**src/rtl/stack_pkg.sv**
```systemverilog
// Shared types and op classification helpers for the parametrised operand stack.
package stack_pkg;

    typedef enum logic [2:0] {
        OP_NOP         = 3'd0,
        OP_PUSH        = 3'd1,
        OP_POP         = 3'd2,
        OP_REPLACE     = 3'd3,
        OP_POP_REPLACE = 3'd4,
        OP_DUP         = 3'd5,
        OP_SWAP        = 3'd6,
        OP_OVER        = 3'd7
    } stk_op_e;

    function automatic logic [1:0] stk_min_count(stk_op_e op);
        case (op)
            OP_POP, OP_REPLACE, OP_DUP:          return 2'd1;
            OP_POP_REPLACE, OP_SWAP, OP_OVER:    return 2'd2;
            default:                             return 2'd0;
        endcase
    endfunction

    function automatic logic stk_grows(stk_op_e op);
        return (op == OP_PUSH) || (op == OP_DUP) || (op == OP_OVER);
    endfunction

endpackage

```
**src/rtl/stack_guard.sv**
```systemverilog
// Combinational legality check: classifies the requested op against the current occupancy.
module stack_guard
    import stack_pkg::*;
#(
    parameter int DEPTH = 16,
    parameter int CW    = $clog2(DEPTH + 1)
) (
    input  stk_op_e         op,
    input  logic [CW-1:0]   count,
    output logic            legal,
    output logic            ovf,
    output logic            unf
);

    // Underflow is tested first so an op can never flag both at once.
    assign unf   = (CW'(stk_min_count(op)) > count);
    assign ovf   = !unf && stk_grows(op) && (count == CW'(DEPTH));
    assign legal = !unf && !ovf;

endmodule

```
**src/rtl/param_reg_stack.sv**
```systemverilog
// Register-array operand stack addressed by count; entries never shift, only the pointer moves.
module param_reg_stack
    import stack_pkg::*;
#(
    parameter int  WIDTH = 16,
    parameter int  DEPTH = 16,
    localparam int CW    = $clog2(DEPTH + 1)
) (
    input  logic             CLK,
    input  logic             reset,
    input  logic             clr,
    input  logic [2:0]       op,
    input  logic [WIDTH-1:0] w,
    output logic [WIDTH-1:0] a,
    output logic [WIDTH-1:0] b,
    output logic [CW-1:0]    count,
    output logic             empty,
    output logic             full,
    output logic             err_ovf,
    output logic             err_unf
);

    localparam int PW = $clog2(DEPTH);

    logic [WIDTH-1:0] mem [DEPTH];
    stk_op_e          op_e;
    logic             legal;
    logic             ovf;
    logic             unf;
    logic [PW-1:0]    top_idx;
    logic [PW-1:0]    sec_idx;
    logic [PW-1:0]    push_idx;
    logic [WIDTH-1:0] a_raw;
    logic [WIDTH-1:0] b_raw;
    logic             wr0_en;
    logic [PW-1:0]    wr0_idx;
    logic [WIDTH-1:0] wr0_data;
    logic             wr1_en;
    logic [PW-1:0]    wr1_idx;
    logic [WIDTH-1:0] wr1_data;
    logic [CW-1:0]    count_next;

    assign op_e     = stk_op_e'(op);
    assign top_idx  = PW'(count - CW'(1));
    assign sec_idx  = PW'(count - CW'(2));
    assign push_idx = PW'(count);
    assign a_raw    = mem[top_idx];
    assign b_raw    = mem[sec_idx];

    assign a     = (count != '0)      ? a_raw : '0;
    assign b     = (count >= CW'(2))  ? b_raw : '0;
    assign empty = (count == '0);
    assign full  = (count == CW'(DEPTH));

    stack_guard #(.DEPTH(DEPTH), .CW(CW)) u_guard (
        .op    (op_e),
        .count (count),
        .legal (legal),
        .ovf   (ovf),
        .unf   (unf)
    );

    // Second write port exists only for SWAP, which rewrites top and second together.
    always_comb begin
        wr0_en     = 1'b0;
        wr0_idx    = top_idx;
        wr0_data   = w;
        wr1_en     = 1'b0;
        wr1_idx    = sec_idx;
        wr1_data   = a_raw;
        count_next = count;
        if (legal) begin
            unique case (op_e)
                OP_PUSH: begin
                    wr0_en     = 1'b1;
                    wr0_idx    = push_idx;
                    count_next = count + CW'(1);
                end
                OP_POP: count_next = count - CW'(1);
                OP_REPLACE: wr0_en = 1'b1;
                OP_POP_REPLACE: begin
                    wr0_en     = 1'b1;
                    wr0_idx    = sec_idx;
                    count_next = count - CW'(1);
                end
                OP_DUP: begin
                    wr0_en     = 1'b1;
                    wr0_idx    = push_idx;
                    wr0_data   = a_raw;
                    count_next = count + CW'(1);
                end
                OP_SWAP: begin
                    wr0_en   = 1'b1;
                    wr0_data = b_raw;
                    wr1_en   = 1'b1;
                end
                OP_OVER: begin
                    wr0_en     = 1'b1;
                    wr0_idx    = push_idx;
                    wr0_data   = b_raw;
                    count_next = count + CW'(1);
                end
                default: ;
            endcase
        end
    end

    always_ff @(posedge CLK or posedge reset) begin
        if (reset) begin
            count   <= '0;
            err_ovf <= 1'b0;
            err_unf <= 1'b0;
            for (int i = 0; i < DEPTH; i++) mem[i] <= '0;
        end else if (clr) begin
            count   <= '0;
            err_ovf <= 1'b0;
            err_unf <= 1'b0;
        end else begin
            if (wr0_en) mem[wr0_idx] <= wr0_data;
            if (wr1_en) mem[wr1_idx] <= wr1_data;
            count <= count_next;
            if (ovf) err_ovf <= 1'b1;
            if (unf) err_unf <= 1'b1;
        end
    end

endmodule

```
**config.mk**
```make
export PLATFORM = sky130hd
export DESIGN_NAME = param_reg_stack
export DESIGN_NICKNAME = d
export VERILOG_FILES = /design/src/rtl/stack_pkg.sv /design/src/rtl/stack_guard.sv /design/src/rtl/param_reg_stack.sv
export SDC_FILE = /design/constraint.sdc
export NUM_CORES = 1
export LEC_CHECK = 0
export CORE_UTILIZATION = 35
export DETAILED_ROUTE_END_ITERATION = 6
export SLEW_MARGIN = 10
export SYNTH_ARGS = -nofsm -noshare
export SYNTH_HDL_FRONTEND = slang
export SYNTH_SLANG_ARGS = --single-unit
```
**constraint.sdc**
```tcl
create_clock -name CLK -period 24.3 [get_ports CLK]
set_clock_uncertainty 0.05 [all_clocks]
set_input_delay 6.075 -clock CLK [delete_from_list [all_inputs] [get_ports CLK]]
set_output_delay 6.075 -clock CLK [all_outputs]
set_load 0.1 [all_outputs]
```
Yosys cells after proc, flatten, opt, wreduce, memory -nomap -nowiden
Cells that the tools add are included.
{"block": "classes", "eq_ne": 8, "n_bitwise": 3, "n_lt_le_gt_ge": 7, "n_reduce_logical": 22, "n_addsub": 3, "muxes": 33}
{"operator": "256-bit 2-to-1 mux", "n": 3}
{"operator": "256-bit bitwise mux", "n": 2}
{"operator": "16-bit 2-to-1 mux", "n": 9}
{"operator": "16-bit binary-select mux with 4-bit select", "n": 2}
{"operator": "16-bit demux with 4-bit select", "n": 2}
{"operator": "16-bit one-hot mux with 2 select lines", "n": 1}
{"operator": "5-bit greater-or-equal comparator, second input constant", "n": 3}
{"operator": "4-bit inverter with 5-bit output", "n": 3}
{"operator": "3-bit equality test, second input constant", "n": 4}
{"operator": "5-bit by 1-bit less-than comparator with 1-bit output, second input constant", "n": 2}
{"operator": "5-bit 2-to-1 mux", "n": 2}
{"operator": "5-bit one-hot mux with 2 select lines", "n": 1}
{"operator": "3-bit OR reduction", "n": 3}
{"operator": "1-bit 2-to-1 mux", "n": 8}
{"operator": "4-bit one-hot mux with 2 select lines", "n": 1}
{"operator": "3-bit by 2-bit equality test with 1-bit output, second input constant", "n": 2}
{"operator": "2-bit nonzero test", "n": 3}
{"operator": "6-bit OR reduction", "n": 1}
{"operator": "5-bit by 1-bit adder with 5-bit output, second input constant", "n": 1}
{"operator": "5-bit equality test, second input constant", "n": 1}
{"operator": "5-bit by 2-bit greater-or-equal comparator with 1-bit output, second input constant", "n": 1}
{"operator": "2-bit by 5-bit > comparator with 1-bit output", "n": 1}
{"operator": "1-bit logical AND", "n": 5}
{"operator": "5-bit logical NOT", "n": 1}
{"operator": "other kinds (11)", "n": 14}
{"block": "word_totals", "ff_bits": 263, "word_cells": 95}

Depth between registers and ports, before layout
Gate-level depths: netlist (run 1).
{"block": "depth", "word_depth": 20, "mapped_depth": 13, "ltp_nobuf": 9}

Cells and area by module
From an unflattened synthesis (run 1), not the netlist that was laid out.
{"block": "unflattened", "cells_unflattened": 1441, "hier_area_um2": 16578.4}
{"mod": "param_reg_stack", "area_each_um2": 16458.3, "n_inst": 1, "cells_per_inst": 1423}
{"mod": "stack_guard", "area_each_um2": 120.1, "n_inst": 1, "cells_per_inst": 18}

Worst setup path after synthesis (run 1)
OpenSTA, ideal clock, no wires.
{"block": "synth_path", "kind": "reg-to-output", "startpoint": "register count[0]", "endpoint": "output port a[1]", "t_arrival_ns": 4.466, "stages_incl_launch_ff": 12, "required_time_ns": 18.175, "path_slack_ns": 13.709, "cell_sequence": "dfrtp_1 -> buf_2 -> buf_4 -> inv_1 -> ha_1 -> buf_4 -> buf_1 -> mux4_2 -> mux2i_1 -> mux2_2 -> clkbuf_1 -> nor2_1"}
{"block": "synth_between", "elab_chain_len": 6}
{"item": "from (decl)", "line_no": "param_reg_stack.sv:16", "source": "output logic [CW-1:0] count,"}
{"item": "from (signal assigned)", "line_no": "param_reg_stack.sv:121", "source": "count <= count_next;"}
{"item": "5-bit by 1-bit subtractor with 5-bit output"}
{"item": "4-bit inverter with 5-bit output (not written as such)", "line_no": "param_reg_stack.sv:47", "source": "assign a_raw = mem[top_idx];"}
{"item": "16-bit binary-select mux with 4-bit select", "line_no": "param_reg_stack.sv:47"}
{"item": "16-bit 2-to-1 mux (not written as such) (2 in a row)", "line_no": "param_reg_stack.sv:47"}
{"item": "16-bit 2-to-1 mux (*)", "line_no": "param_reg_stack.sv:50", "source": "assign a = (count != '0) ? a_raw : '0;"}
{"item": "to (decl)", "line_no": "param_reg_stack.sv:14", "source": "output logic [WIDTH-1:0] a,"}
Every way passes the cells marked *; elsewhere a longest branch is shown, timed or not. The select of a mux whose other input is x is not followed.

Worst setup path in the final report (run 1)
{"block": "layout_path", "startpoint": "register count[0]", "endpoint": "output port a[2]"}
Same word-level chain as after synthesis.

==> out/results.ini, run 1 <==
[worst_setup_path]
critical_path.max_stage_delay_ps=980
crit_end=a[2]
timing.critical_path.slowest_stage_cell=sky130_fd_sc_hd__clkdlybuf4s50_1
critical_path_buf_inv_count=4
worst_path_dominant_cell_family=buffers and inverters
crit_chain=buf_12 -> inv_1 -> ha_4 -> buf_4 -> mux4_2 -> mux2i_1 -> mux2_2 -> nor2_1 -> clkdlybuf4s50_1
r2r_start=count[1]
critical_path.max_fanout=136
crit-reg2reg-capture=mem[233]
worst_path_class_setup=flop to output pin
critical_path.startpoint_type=flop
worst_r2r_path_depth=8
r2r_setup_slack_ps=18700
worst_setup_path_start=count[0]
cp-end-kind=output pin
worst_ep_arrival_time_ps=5610
worstSetupPathDepth=9
crit_required_ps=18170

[cts]
root_driver=sky130_fd_sc_hd__clkbuf_16
clock_tree.buffer_depth=3
postCtsResizedCells=0
tritoncts=done
cts_hold_repair.buffers=0
clock_latency_ps=620
numCtsBuffers=30
clock-sinks=263
cts_post_setup_buffers_inserted=0
htree_num_levels=1
clk_transition_reported_paths_ps=70

[sta]
finalHoldViolCount=0
timing.setup.tns_ps=0
final.min_clock_period_ps=11730
max_clock_freq_mhz=85.22
transition_time_at_the_pin_with_the_least_slew_margin_ps=1374
setup_viol_count_final=0
rsz0062_at_grt=false
final_min_period_over_clock_period=0.4829
fin_ws_ps=12570
max_transition_margin=0.08121
timing.hold.ws_ps=463.1
timing_max_transition_violations_final=0

[route]
drc=27
vias=15400
antenna_left=0
drt-wirelength-per-cell_um=29.81
drtPass1Iterations=7
detail_route.iter0.violations=2476
wl_um=67340
vias_per_cell=6.817

[grt]
grt_first_pass_wirelength_um=100400
number_of_global_route_vias_before_repair=14999
number_of_antenna_violations_at_the_first_check_in_global_routing=0
pin_count_of_the_biggest_net_entering_global_routing=137
globalRoute.totalOverflow=0
grt_usage=0.2654

[synthesis]
yosys-top-cells-area=sky130_fd_sc_hd__dfrtp_1 (38%), sky130_fd_sc_hd__mux4_2 (17%), sky130_fd_sc_hd__a222oi_1 (7.3%)
synth_register_bits=263
yosys.area.top_type=sky130_fd_sc_hd__dfrtp_1
yosysTopAreaCellShare=0.3774
dominantRegCellSynth=sky130_fd_sc_hd__dfrtp_1
yosys_warnings=0
synth_unique_cells=65
post_synthesis_cell_area_um2=17440
syn_area_per_cell_um2=10.87
synth_seq_area_share=0.3774
ys_async_sr_fraction=1.000
synth_nets=1635
synth-edff-count=0
synth_cells=1604

[finish]
area_growth_pct=12.26
finish.utilization=0.3991
layout_commonest_cell=sky130_fd_sc_hd__nor2_1
num-nets-final=1602
antenna_cells=0
layout.cells.most_common_list=sky130_fd_sc_hd__nor2_1 (302), sky130_fd_sc_hd__dfrtp_1 (261), sky130_fd_sc_hd__mux4_2 (128), sky130_fd_sc_hd__a222oi_1 (128), sky130_fd_sc_hd__inv_1 (118)
layout-drive-gt1-share=0.2138

[hold_path]
min_from=err_ovf
worstHoldPathType=flop to flop

[die]
number_of_placed_i_o_pins=63
die_width_um=225.2
initial_core_util=0.3555
fp.dieArea_um2=50720
placement_rows=81
design.core.area_um2=49050
die_height_um=225.2

[placement]
place_congestion=0.9475
buffer_ports.inserted=62
pre_cts_ws_ps=12910
hpwlAfterDp_um=41600

[flow_run]
max_cap_viol_count=0

[outcome]
failed_checks=DRC
status=finished, violations left

==> Yosys cell counts (10+ instances only) <==
library cell	number
sky130_fd_sc_hd__a21oi_1	24
sky130_fd_sc_hd__a221oi_1	98
sky130_fd_sc_hd__a221oi_2	30
sky130_fd_sc_hd__a222oi_1	128
sky130_fd_sc_hd__a31oi_1	17
sky130_fd_sc_hd__and4_1	16
sky130_fd_sc_hd__buf_2	61
sky130_fd_sc_hd__buf_4	16
sky130_fd_sc_hd__buf_6	10
sky130_fd_sc_hd__clkbuf_1	81
sky130_fd_sc_hd__dfrtp_1	263
sky130_fd_sc_hd__inv_1	119
sky130_fd_sc_hd__mux2_2	18
sky130_fd_sc_hd__mux2i_1	50
sky130_fd_sc_hd__mux4_2	128
sky130_fd_sc_hd__nand2_1	10
sky130_fd_sc_hd__nand3_1	70
sky130_fd_sc_hd__nor2_1	304
sky130_fd_sc_hd__nor4_4	12
sky130_fd_sc_hd__o21bai_1	17
sky130_fd_sc_hd__o22ai_1	15
==> final cells by class <==
cell class | instances | area, um2
Inverter | 120 | 457.9
Fill cell | 4733 | 29480
Tap cell | 664 | 830.8
Multi-Input combinational cell | 1045 | 9682
Timing Repair Buffer | 111 | 1012
Clock buffer | 41 | 832.0
Sequential cell | 263 | 6589
Clock inverter | 15 | 172.7
==> layer usage <==
| metal | up-vias | GRT usage | wire, um |
|---|---|---|---|
| met5 | - | 0 | 0 |
| met4 | 0 | 0.1332 | 3449 |
| met3 | 178 | 0.06558 | 8473 |
| met2 | 1112 | 0.3844 | 29090 |
| met1 | 7884 | 0.3678 | 26330 |
| li1 | 6226 | - | - |
==> state kept, by name (all words and copies together), names as in the netlist <==
| register | cells |
|---|---|
| mem | 256 |
| err_ovf | 1 |
| err_unf | 1 |
| count | 5 |
==> cells by family (layout without fill, tap and decap cells) <==
family	count (synthesis)	after routing	share of synthesized area
compound gates	356	356	0.1898
xor+xnor	9	9	0.004951
fa+ha+maj	9	9	0.006458
buf+inv	296	287	0.07649
flops	263	263	0.3774
mux	196	196	0.2056
simple gates	475	475	0.1393
==> worst min-delay path, stage by stage, from the launching register on <==
cell and delay [ps]:
sky130_fd_sc_hd__dfrtp_1 380, sky130_fd_sc_hd__inv_1 50, sky130_fd_sc_hd__a21oi_1 50
==> worst min-delay path by stage <==
stage / endpoint / slack [ps] / cells past startpoint
floorplan: mem[63] / 460 / 2
global placement: err_unf / 450 / 2
detailed placement: err_ovf / 460 / 2
CTS: err_ovf / 470 / 2
global route: err_ovf / 490 / 2
finish: err_ovf / 460 / 2
==> per-stage QoR <==
step	cells	area, um2
finish	2259	19580
global route	2259	19580
CTS	2258	19560
detailed placement	2202	18550
global placement	2201	18540
floorplan	1604	17440
Power of run 1 is left out: the tool's default activity adds up to more than one toggle a clock period on the data nets, which glitch-free logic cannot reach.
==> inputs of run 2 (changes only) <==
==> constraint.sdc (replaced) <==
create_clock -name CLK -period 11.32 [get_ports CLK]
set_clock_uncertainty 0.05 [all_clocks]
set_input_delay 2.83 -clock CLK [delete_from_list [all_inputs] [get_ports CLK]]
set_output_delay 2.83 -clock CLK [all_outputs]
set_load 0.1 [all_outputs]
==> run 2 against run 1 <==
The flow still finishes with violations (DRC). Setup slack worse by 9700 ps. Non-clock buffer count unchanged. Hold slack better by 10 ps. Critical path depth is the same. Register-to-register slack got worse by 13000 ps. Sequential cell count stayed put. Design area about the same. Global-route usage is 0.47 points lower. Sequential share of layout area about the same. Utilization is essentially flat. Via count rose by 0.38%. Largest cell class unchanged.
==> out/results.ini, run 2 (synthesized netlist as in run 1, its figures left out) <==
[outcome]
status=finished, violations left
failed_checks=DRC

[sta]
setup_viol_count_final=0  ; unchanged
timing_max_transition_violations_final=0  ; unchanged
max_transition_margin=0.04947  ; -0.03174
timing.setup.tns_ps=0  ; unchanged
max_clock_freq_mhz=118.0
rsz0062_at_grt=false
final.min_clock_period_ps=8473
transition_time_at_the_pin_with_the_least_slew_margin_ps=1415  ; +41.08 ps
finalHoldViolCount=0  ; unchanged
final_min_period_over_clock_period=0.7485

[finish]
layout.cells.most_common_list=sky130_fd_sc_hd__nor2_1 (302), sky130_fd_sc_hd__dfrtp_1 (261), sky130_fd_sc_hd__mux4_2 (128), sky130_fd_sc_hd__a222oi_1 (128), sky130_fd_sc_hd__inv_1 (118)
reg.largest.list=mem (256), count (5)
antenna_cells=0  ; unchanged
filler_cell_count=4690  ; -0.91%
layout_commonest_cell=sky130_fd_sc_hd__nor2_1
layout-drive-gt1-share=0.2129  ; -0.0008534
num-nets-final=1602  ; unchanged
area_growth_pct=12.24  ; about the same
top_register=mem
number_of_flip_flops_under_the_largest_register_name=256  ; unchanged

[cts]
postCtsResizedCells=0  ; unchanged
clk_transition_reported_paths_ps=70  ; about the same
numCtsBuffers=30  ; unchanged
clock_tree.buffer_depth=3  ; unchanged
htree_num_levels=1  ; unchanged
clock-sinks=263  ; unchanged
cts_hold_repair.buffers=0  ; unchanged
clock_latency_ps=600  ; -20 ps
cts_post_setup_buffers_inserted=0  ; unchanged
tritoncts=done
root_driver=sky130_fd_sc_hd__clkbuf_16

[die]
die_height_um=225.2  ; unchanged
placement_rows=81  ; unchanged
initial_core_util=0.3555  ; unchanged
fp.dieArea_um2=50720  ; unchanged
die_width_um=225.2  ; unchanged
design.core.area_um2=49050  ; unchanged
number_of_placed_i_o_pins=63  ; unchanged

[worst_setup_path]
r2r_start=count[1]
critical_path.max_stage_delay_ps=970  ; about the same
worst_path_class_setup=flop to output pin
crit_required_ps=8440  ; -9730 ps
worst_ep_arrival_time_ps=5590  ; -20 ps
critical_path.startpoint_type=flop
timing.critical_path.slowest_stage_cell=sky130_fd_sc_hd__clkdlybuf4s50_1
critical_path.max_fanout=136  ; unchanged
worst_setup_path_start=count[0]
cp-end-kind=output pin
crit_chain=buf_12 -> inv_1 -> ha_4 -> buf_4 -> mux4_2 -> mux2i_1 -> mux2_2 -> nor2_1 -> clkdlybuf4s50_1

[placement]
buffer_ports.inserted=62  ; unchanged
hpwlAfterDp_um=40920  ; -1.6%
place_congestion=0.9365  ; -1.2%

[grt]
pin_count_of_the_biggest_net_entering_global_routing=137  ; unchanged
grt_usage=0.2607  ; -0.004712
number_of_global_route_vias_before_repair=14775  ; -1.5%
number_of_antenna_violations_at_the_first_check_in_global_routing=0  ; unchanged
globalRoute.totalOverflow=0  ; unchanged
grt_first_pass_wirelength_um=99280  ; -1.1%

[route]
wl_um=66020  ; -2.0%
antenna_left=0  ; unchanged
vias=15459  ; +0.38%
detail_route.iter0.violations=2764  ; +12%
vias_per_cell=6.852  ; +0.52%
drc=6  ; -78%
drtPass1Iterations=7  ; unchanged
drt-wirelength-per-cell_um=29.27  ; -1.8%

[hold_path]
min_from=err_ovf
worstHoldPathType=flop to flop

[flow_run]
max_cap_viol_count=0  ; unchanged

run 2: area by class of cell:
class,count,area [um2],area share
multi-input combinational,1045,9682,0.4947
clock buffer,46,910.9,0.04654
timing repair buffer,111,1028,0.05255
clock inverter,7,73.82,0.003772
tap,664,830.8,0.04245
inverter,120,457.9,0.02340
sequential,263,6589,0.3366
run 2: metrics by stage:
stage / hold slack, ps / worst slack (ps) / instance area [um2] / cells / util
finish: 473.2 / 2847 / 19570 / 2256 / 0.3990
detailed placement: 462.7 / 3166 / 18570 / 2202 / 0.3785
floorplan: 464.5 / 1200 / 17440 / 1604 / -
global placement: 449.8 / 3260 / 18540 / 2201 / 0.3779
CTS: 472.5 / 2709 / 19550 / 2255 / 0.3986
global route: 509.1 / 2508 / 19570 / 2256 / 0.3990
run 2: routing by layer:
layer / track usage / share of wire
met5: 0 / 0
met4: 0.1290 / 0.046
met3: 0.05463 / 0.13
met2: 0.3853 / 0.44
met1: 0.3617 / 0.39
run 2: critical path: cells and delay by family, from the launching register on:
kind / cells / cell delay [ps]
multiplexers: 3 / 1180
buffers and inverters: 4 / 2460
adder cells (fa/ha/maj): 1 / 810
AND/OR/NAND/NOR: 1 / 90
flip-flops: 1 / 420
run 2: path summary, 6_finish.rpt:
check                           endpoint  slack, ps  cells after the start
worst max-delay path                a[4]       2850                      9
worst min-delay path             err_ovf        470                      2
worst max register to register  mem[226]       5820                      8
worst min register to register   err_ovf        470                      2
max in group asynchronous        mem[49]       6720                      3
min in group asynchronous       count[0]       2690                      2
Power of run 2 is left out for the same reason.
